===== config.mk =====
export PLATFORM = sky130hd
export DESIGN_NAME = data_access_unit
export DESIGN_NICKNAME = d
export VERILOG_FILES = /design/src/rtl/data_access_unit.sv
export SDC_FILE = /design/constraint.sdc
export NUM_CORES = 1
export LEC_CHECK = 0
export ABC_AREA = 1
export BUFFER_PORTS_ARGS = -buffer_cell sky130_fd_sc_hd__buf_2
export CAP_MARGIN = 5
export CORE_MARGIN = 5
export CORE_UTILIZATION = 44
export DETAILED_ROUTE_END_ITERATION = 7
export GPL_ROUTABILITY_DRIVEN = 0
export PLACE_DENSITY = 0.78
export SLEW_MARGIN = 20
export SYNTH_ARGS = -nofsm -noshare
export SYNTH_HDL_FRONTEND = slang
export SYNTH_SLANG_ARGS = --single-unit
export TNS_END_PERCENT = 1

===== constraint.sdc =====
create_clock -name clk -period 1.4 [get_ports clk]
set_clock_uncertainty 0.2 [all_clocks]
set_input_delay 0.14 -clock clk [delete_from_list [all_inputs] [get_ports clk]]
set_output_delay 0.14 -clock clk [all_outputs]
set_load 0.03 [all_outputs]

===== src/rtl/data_access_unit.sv =====
// Load/store unit: turns execute-stage memory ops into SRAM-like bus transactions
// (req/addr_ok/data_ok), builds store strobes/data and aligns/extends load data.
module data_access_unit (
    input  logic        clk,
    input  logic        rstn,
    input  logic        exe_valid,
    input  logic        mem_read,
    input  logic        mem_write,
    input  logic [1:0]  ls_size,
    input  logic        ls_unsigned,
    input  logic [31:0] addr,
    input  logic [31:0] store_data,
    input  logic        flush,
    output logic        data_req,
    output logic        data_wr,
    output logic [1:0]  data_size,
    output logic [31:0] data_addr,
    output logic [3:0]  data_wstrb,
    output logic [31:0] data_wdata,
    input  logic        data_addr_ok,
    input  logic [31:0] data_rdata,
    input  logic        data_data_ok,
    output logic        stall,
    output logic [31:0] load_data,
    output logic        load_valid,
    output logic        addr_err
);

    localparam logic [1:0] S_IDLE   = 2'd0;
    localparam logic [1:0] S_REQ    = 2'd1;
    localparam logic [1:0] S_WAIT   = 2'd2;
    localparam logic [1:0] S_CANCEL = 2'd3;

    logic [1:0]  state_q, state_d;
    logic [31:0] addr_q, addr_d;
    logic [1:0]  size_q, size_d;
    logic        wr_q, wr_d;
    logic        uns_q, uns_d;
    logic [31:0] wdata_q, wdata_d;
    logic [3:0]  wstrb_q, wstrb_d;
    logic [31:0] load_data_q, load_data_d;
    logic        load_valid_q, load_valid_d;

    logic        is_half, is_word, misaligned, access, start;
    logic [3:0]  st_strb;
    logic [31:0] st_data;
    logic [7:0]  ld_byte;
    logic [15:0] ld_half;
    logic [31:0] ld_ext;

    // Size 3 behaves as a word access everywhere.
    always_comb begin
        is_half    = (ls_size == 2'd1);
        is_word    = ls_size[1];
        misaligned = (is_half & addr[0]) | (is_word & (addr[1:0] != 2'b00));
        access     = exe_valid & (mem_read | mem_write) & (state_q == S_IDLE) & ~flush;
        start      = access & ~misaligned;
        addr_err   = access & misaligned;
    end

    always_comb begin
        if (is_word) begin
            st_strb = 4'b1111;
            st_data = store_data;
        end else if (is_half) begin
            st_strb = addr[1] ? 4'b1100 : 4'b0011;
            st_data = {2{store_data[15:0]}};
        end else begin
            st_strb = 4'b0001 << addr[1:0];
            st_data = {4{store_data[7:0]}};
        end
    end

    // Lane selection uses the offset latched at request time, not the live address.
    always_comb begin
        ld_byte = data_rdata[{addr_q[1:0], 3'b000} +: 8];
        ld_half = addr_q[1] ? data_rdata[31:16] : data_rdata[15:0];
        case (size_q)
            2'd0:    ld_ext = {{24{~uns_q & ld_byte[7]}}, ld_byte};
            2'd1:    ld_ext = {{16{~uns_q & ld_half[15]}}, ld_half};
            default: ld_ext = data_rdata;
        endcase
    end

    always_comb begin
        state_d      = state_q;
        addr_d       = addr_q;
        size_d       = size_q;
        wr_d         = wr_q;
        uns_d        = uns_q;
        wdata_d      = wdata_q;
        wstrb_d      = wstrb_q;
        load_data_d  = load_data_q;
        load_valid_d = 1'b0;
        case (state_q)
            S_IDLE: begin
                if (start) begin
                    state_d = S_REQ;
                    addr_d  = addr;
                    size_d  = ls_size;
                    wr_d    = mem_write;
                    uns_d   = ls_unsigned;
                    wdata_d = st_data;
                    wstrb_d = mem_write ? st_strb : 4'b0000;
                end
            end
            S_REQ: begin
                // Once accepted the response must still be drained, even if flushed.
                if (data_addr_ok) state_d = flush ? S_CANCEL : S_WAIT;
                else if (flush)   state_d = S_IDLE;
            end
            S_WAIT: begin
                if (data_data_ok) begin
                    state_d = S_IDLE;
                    if (!flush && !wr_q) begin
                        load_data_d  = ld_ext;
                        load_valid_d = 1'b1;
                    end
                end else if (flush) begin
                    state_d = S_CANCEL;
                end
            end
            default: begin
                if (data_data_ok) state_d = S_IDLE;
            end
        endcase
    end

    always_ff @(posedge clk or negedge rstn) begin
        if (!rstn) begin
            state_q      <= S_IDLE;
            addr_q       <= '0;
            size_q       <= '0;
            wr_q         <= 1'b0;
            uns_q        <= 1'b0;
            wdata_q      <= '0;
            wstrb_q      <= '0;
            load_data_q  <= '0;
            load_valid_q <= 1'b0;
        end else begin
            state_q      <= state_d;
            addr_q       <= addr_d;
            size_q       <= size_d;
            wr_q         <= wr_d;
            uns_q        <= uns_d;
            wdata_q      <= wdata_d;
            wstrb_q      <= wstrb_d;
            load_data_q  <= load_data_d;
            load_valid_q <= load_valid_d;
        end
    end

    assign data_req   = (state_q == S_REQ);
    assign data_wr    = wr_q;
    assign data_size  = size_q;
    assign data_addr  = addr_q;
    assign data_wstrb = wstrb_q;
    assign data_wdata = wdata_q;
    assign load_data  = load_data_q;
    assign load_valid = load_valid_q;
    assign stall      = start | (state_q == S_REQ) | ((state_q == S_WAIT) & ~data_data_ok)
                      | (state_q == S_CANCEL);

endmodule


==> flow_metrics.env <==
export IMPL_route_final_wire_length_um=19100
export IMPL_ys_warnings_count=0
export IMPL_vias=6019
export IMPL_tritoncts_num_sinks=107
export IMPL_critPathRequiredTime_ns=1.06
export IMPL_r2r_start="state_q[0]"
export IMPL_num_antenna_cells=0
export IMPL_cells_along_the_critical_path="nor2_2, inv_2, nor2_4, nand3_4, buf_4, nand3_4, buf_6"
export IMPL_crit_family="flip-flops"
export IMPL_outcome="finished with violations"
export IMPL_fp_dieW_um=118
export IMPL_drt_pre_antenna_iters=5
export IMPL_synth_async_sr_flop_share=1.00
export IMPL_grt_overflow_total=0
export IMPL_num_io_pins=214
export IMPL_drive_above_1_share=0.303
export IMPL_layout_area_overhead_vs_synth_pct=58.5
export IMPL_max_clock_freq_ghz=0.537
export IMPL_htreeDepth=3
export IMPL_timing_hold_worst_class="input pin to flip-flop"
export IMPL_post_dp_hpwl_um=12100
export IMPL_syn_area_mm2=0.00516
export IMPL_ys_ff_latch=107
export IMPL_grt_start_max_net_pins=51
export IMPL_die_area_mm2=0.0140
export IMPL_post_drt_wl_per_cell_um=16.2
export IMPL_startpoint="state_q[0]"
export IMPL_design_final_nets=1141
export IMPL_port_buffers=213
export IMPL_setup_worst_path_start_class="flip-flop"
export IMPL_cp_slowest_cell="sky130_fd_sc_hd__dfrtp_1"
export IMPL_layout_worst_path_cycle_share=1.33
export IMPL_cts_tree="built"
export IMPL_yosys_area_top_type_share=0.519
export IMPL_endpoint_kind="output port"
export IMPL_insertion_delay_ns=0.34
export IMPL_path_class="flip-flop to output port"
export IMPL_cts_buffers=9
export IMPL_grt_setup_unrepaired="true"
export IMPL_actual_transition_at_the_worst_max_transition_pin_ns=0.446
export IMPL_maxCapViolCount=0
export IMPL_dieHeight_um=118
export IMPL_critical_path_arrival_ns=1.52
export IMPL_syn_mean_instance_area_um2=7.49
export IMPL_min_delay_start="addr[1]"
export IMPL_post_drt_via_cell_ratio=5.10
export IMPL_timing_max_transition_violations_final=0
export IMPL_synth_cell_types=24
export IMPL_grt_antenna_before_repair=0
export IMPL_start_util=0.450
export IMPL_cts_buffer_depth=2
export IMPL_failing_checks="negative setup slack"
export IMPL_synth_largest_area_cell="sky130_fd_sc_hd__dfrtp_1"
export IMPL_timing_critical_path_buf_inv=3
export IMPL_worst_slack_ns=-0.461
export IMPL_design_area_mm2=0.00818
export IMPL_synth_seq_area_share=0.519
export IMPL_floorplan_rows=39
export IMPL_cpMostUsedCell="sky130_fd_sc_hd__nand3_4"
export IMPL_post_layout_total_power_mw=17.4
export IMPL_post_layout_utilization_of_the_core=0.713
export IMPL_timing_setup_tns_ns=-24.73
export IMPL_track_usage=0.271
export IMPL_layoutNonFillerInstCount=1181
export IMPL_clk_transition_reported_paths_ns=0.07
export IMPL_remaining_drc_errors=0
export IMPL_pre_cts_slack_ns=-0.312
export IMPL_cell_area_power_density_mw_per_mm2=2120
export IMPL_power_static_leakage_nw=4.61
export IMPL_post_route_min_period_ns=1.86
export IMPL_grt_first_pass_wirelength_um=31200
export IMPL_dpl_instance_area_mm2=0.00667
export IMPL_ant_nets=0
export IMPL_finalHoldViolations=0
export IMPL_design_core_area_mm2=0.0115
export IMPL_edff_count_synth=0
export IMPL_grt_pass1_vias=6194
export IMPL_power_ir_vdd_worst_mv=1.40
export IMPL_dp_cells=1062
export IMPL_critPathMaxFanout=3
export IMPL_dominantRegCellSynth="sky130_fd_sc_hd__dfrtp_1"
export IMPL_slowest_stage_delay_on_critical_path_ns=0.42
export IMPL_synth_nets=796
export IMPL_setup_violations_final=111
export IMPL_synth_area_leaders="sky130_fd_sc_hd__dfrtp_1 (52%), sky130_fd_sc_hd__nand2_1 (27%), sky130_fd_sc_hd__a21oi_1 (4.0%)"
export IMPL_clk_tree_root_cell="sky130_fd_sc_hd__clkbuf_16"
export IMPL_finalHoldWorstSlack_ns=0.0160
export IMPL_synth_instances=689
export IMPL_worst_slew_margin=0.702
export IMPL_drt_initial_drc_count=484
==> what timing repair did <==
action	in CTS	in global routing
cloned	0	0
hold buffers	101	0
setup buffers	3	0
gates resized for setup	41	14
endpoints found under the setup margin	114	121
pin swaps	2	1
endpoints found under the hold margin	205	0
==> cells in the mapped netlist, types with 2 or more instances <==
library cell,count
sky130_fd_sc_hd__nor2_2,3
sky130_fd_sc_hd__buf_2,14
sky130_fd_sc_hd__nand2_2,2
sky130_fd_sc_hd__buf_4,3
sky130_fd_sc_hd__nand2_1,373
sky130_fd_sc_hd__dfrtp_1,107
sky130_fd_sc_hd__inv_1,28
sky130_fd_sc_hd__a21oi_1,41
sky130_fd_sc_hd__o21ai_0,39
sky130_fd_sc_hd__buf_6,9
sky130_fd_sc_hd__nand3_1,8
sky130_fd_sc_hd__nand3_2,2
sky130_fd_sc_hd__clkbuf_1,9
sky130_fd_sc_hd__inv_2,6
sky130_fd_sc_hd__nand4_1,7
sky130_fd_sc_hd__nor2_1,30
==> state kept, by name, summed over array words and instances, names as in the netlist <==
name        flops
data_addr      32
data_size       2
data_wdata     32
data_wr         1
data_wstrb      4
load_data      32
load_valid      1
state_q         2
uns_q           1
==> layout by cell type (no fill, tap or decap), types with 3 or more instances in the layout <==
| cell | n |
|---|---|
| sky130_fd_sc_hd__buf_12 | 8 |
| sky130_fd_sc_hd__clkbuf_16 | 9 |
| sky130_fd_sc_hd__buf_6 | 12 |
| sky130_fd_sc_hd__a21oi_1 | 40 |
| sky130_fd_sc_hd__nor2_2 | 5 |
| sky130_fd_sc_hd__inv_4 | 3 |
| sky130_fd_sc_hd__nand2_2 | 4 |
| sky130_fd_sc_hd__dfrtp_1 | 103 |
| sky130_fd_sc_hd__inv_1 | 27 |
| sky130_fd_sc_hd__o21ai_0 | 32 |
| sky130_fd_sc_hd__o21ai_1 | 6 |
| sky130_fd_sc_hd__nand3_1 | 6 |
| sky130_fd_sc_hd__buf_4 | 42 |
| sky130_fd_sc_hd__nor2_1 | 27 |
| sky130_fd_sc_hd__nand2_1 | 370 |
| sky130_fd_sc_hd__dlygate4sd3_1 | 100 |
| sky130_fd_sc_hd__nand4_1 | 7 |
| sky130_fd_sc_hd__buf_2 | 205 |
| sky130_fd_sc_hd__dfrtp_2 | 4 |
==> cells by family after synthesis <==
family          Yosys count  synth area share
simple gates            430             0.330
compound gates           83            0.0824
buf+inv                  69            0.0688
flops                   107             0.519
==> final cells by class <==
| type | count | area, um^2 |
|---|---|---|
| tap | 143 | 179 |
| timing repair buffer | 369 | 2670 |
| multi-input combinational | 513 | 2200 |
| inverter | 34 | 148 |
| sequential | 107 | 2680 |
| clock inverter | 4 | 48.8 |
| fill | 796 | 3290 |
| clock buffer | 11 | 253 |
==> worst min-delay path: cells and delay by family <==
family	cells	cell delay, ns
buffers and inverters	2	0.19
and+or+nand+nor	2	0.11
AOI/OAI and AO/OA	1	0.08
==> path summary, 6_finish.rpt <==
| check | to | slack (ns) | cells past startpoint |
|---|---|---|---|
| max in group asynchronous | load_data[1] | 0.31 | 3 |
| min in group asynchronous | load_data[9] | 0.15 | 3 |
| min | data_wstrb[1] | 0.02 | 5 |
| max reg2reg | data_addr[28] | -0.34 | 9 |
| max | stall | -0.46 | 7 |
| min reg2reg | data_wdata[8] | 0.28 | 2 |
==> routing by layer <==
layer	part of all wire	global-route usage	vias up
met5	0	0	-
met2	0.47	0.453	363
met3	0.099	0.0774	61
met1	0.39	0.329	2775
li1	-	-	2820
met4	0.036	0.114	0
==> report_power, final <==
group | internal (mW) | switching, mW | total, mW
clock | 1.48 | 1.15 | 2.63
combinational | 3.09 | 6.18 | 9.27
sequential | 4.53 | 0.943 | 5.48
Power figures use the tool's default switching activity.
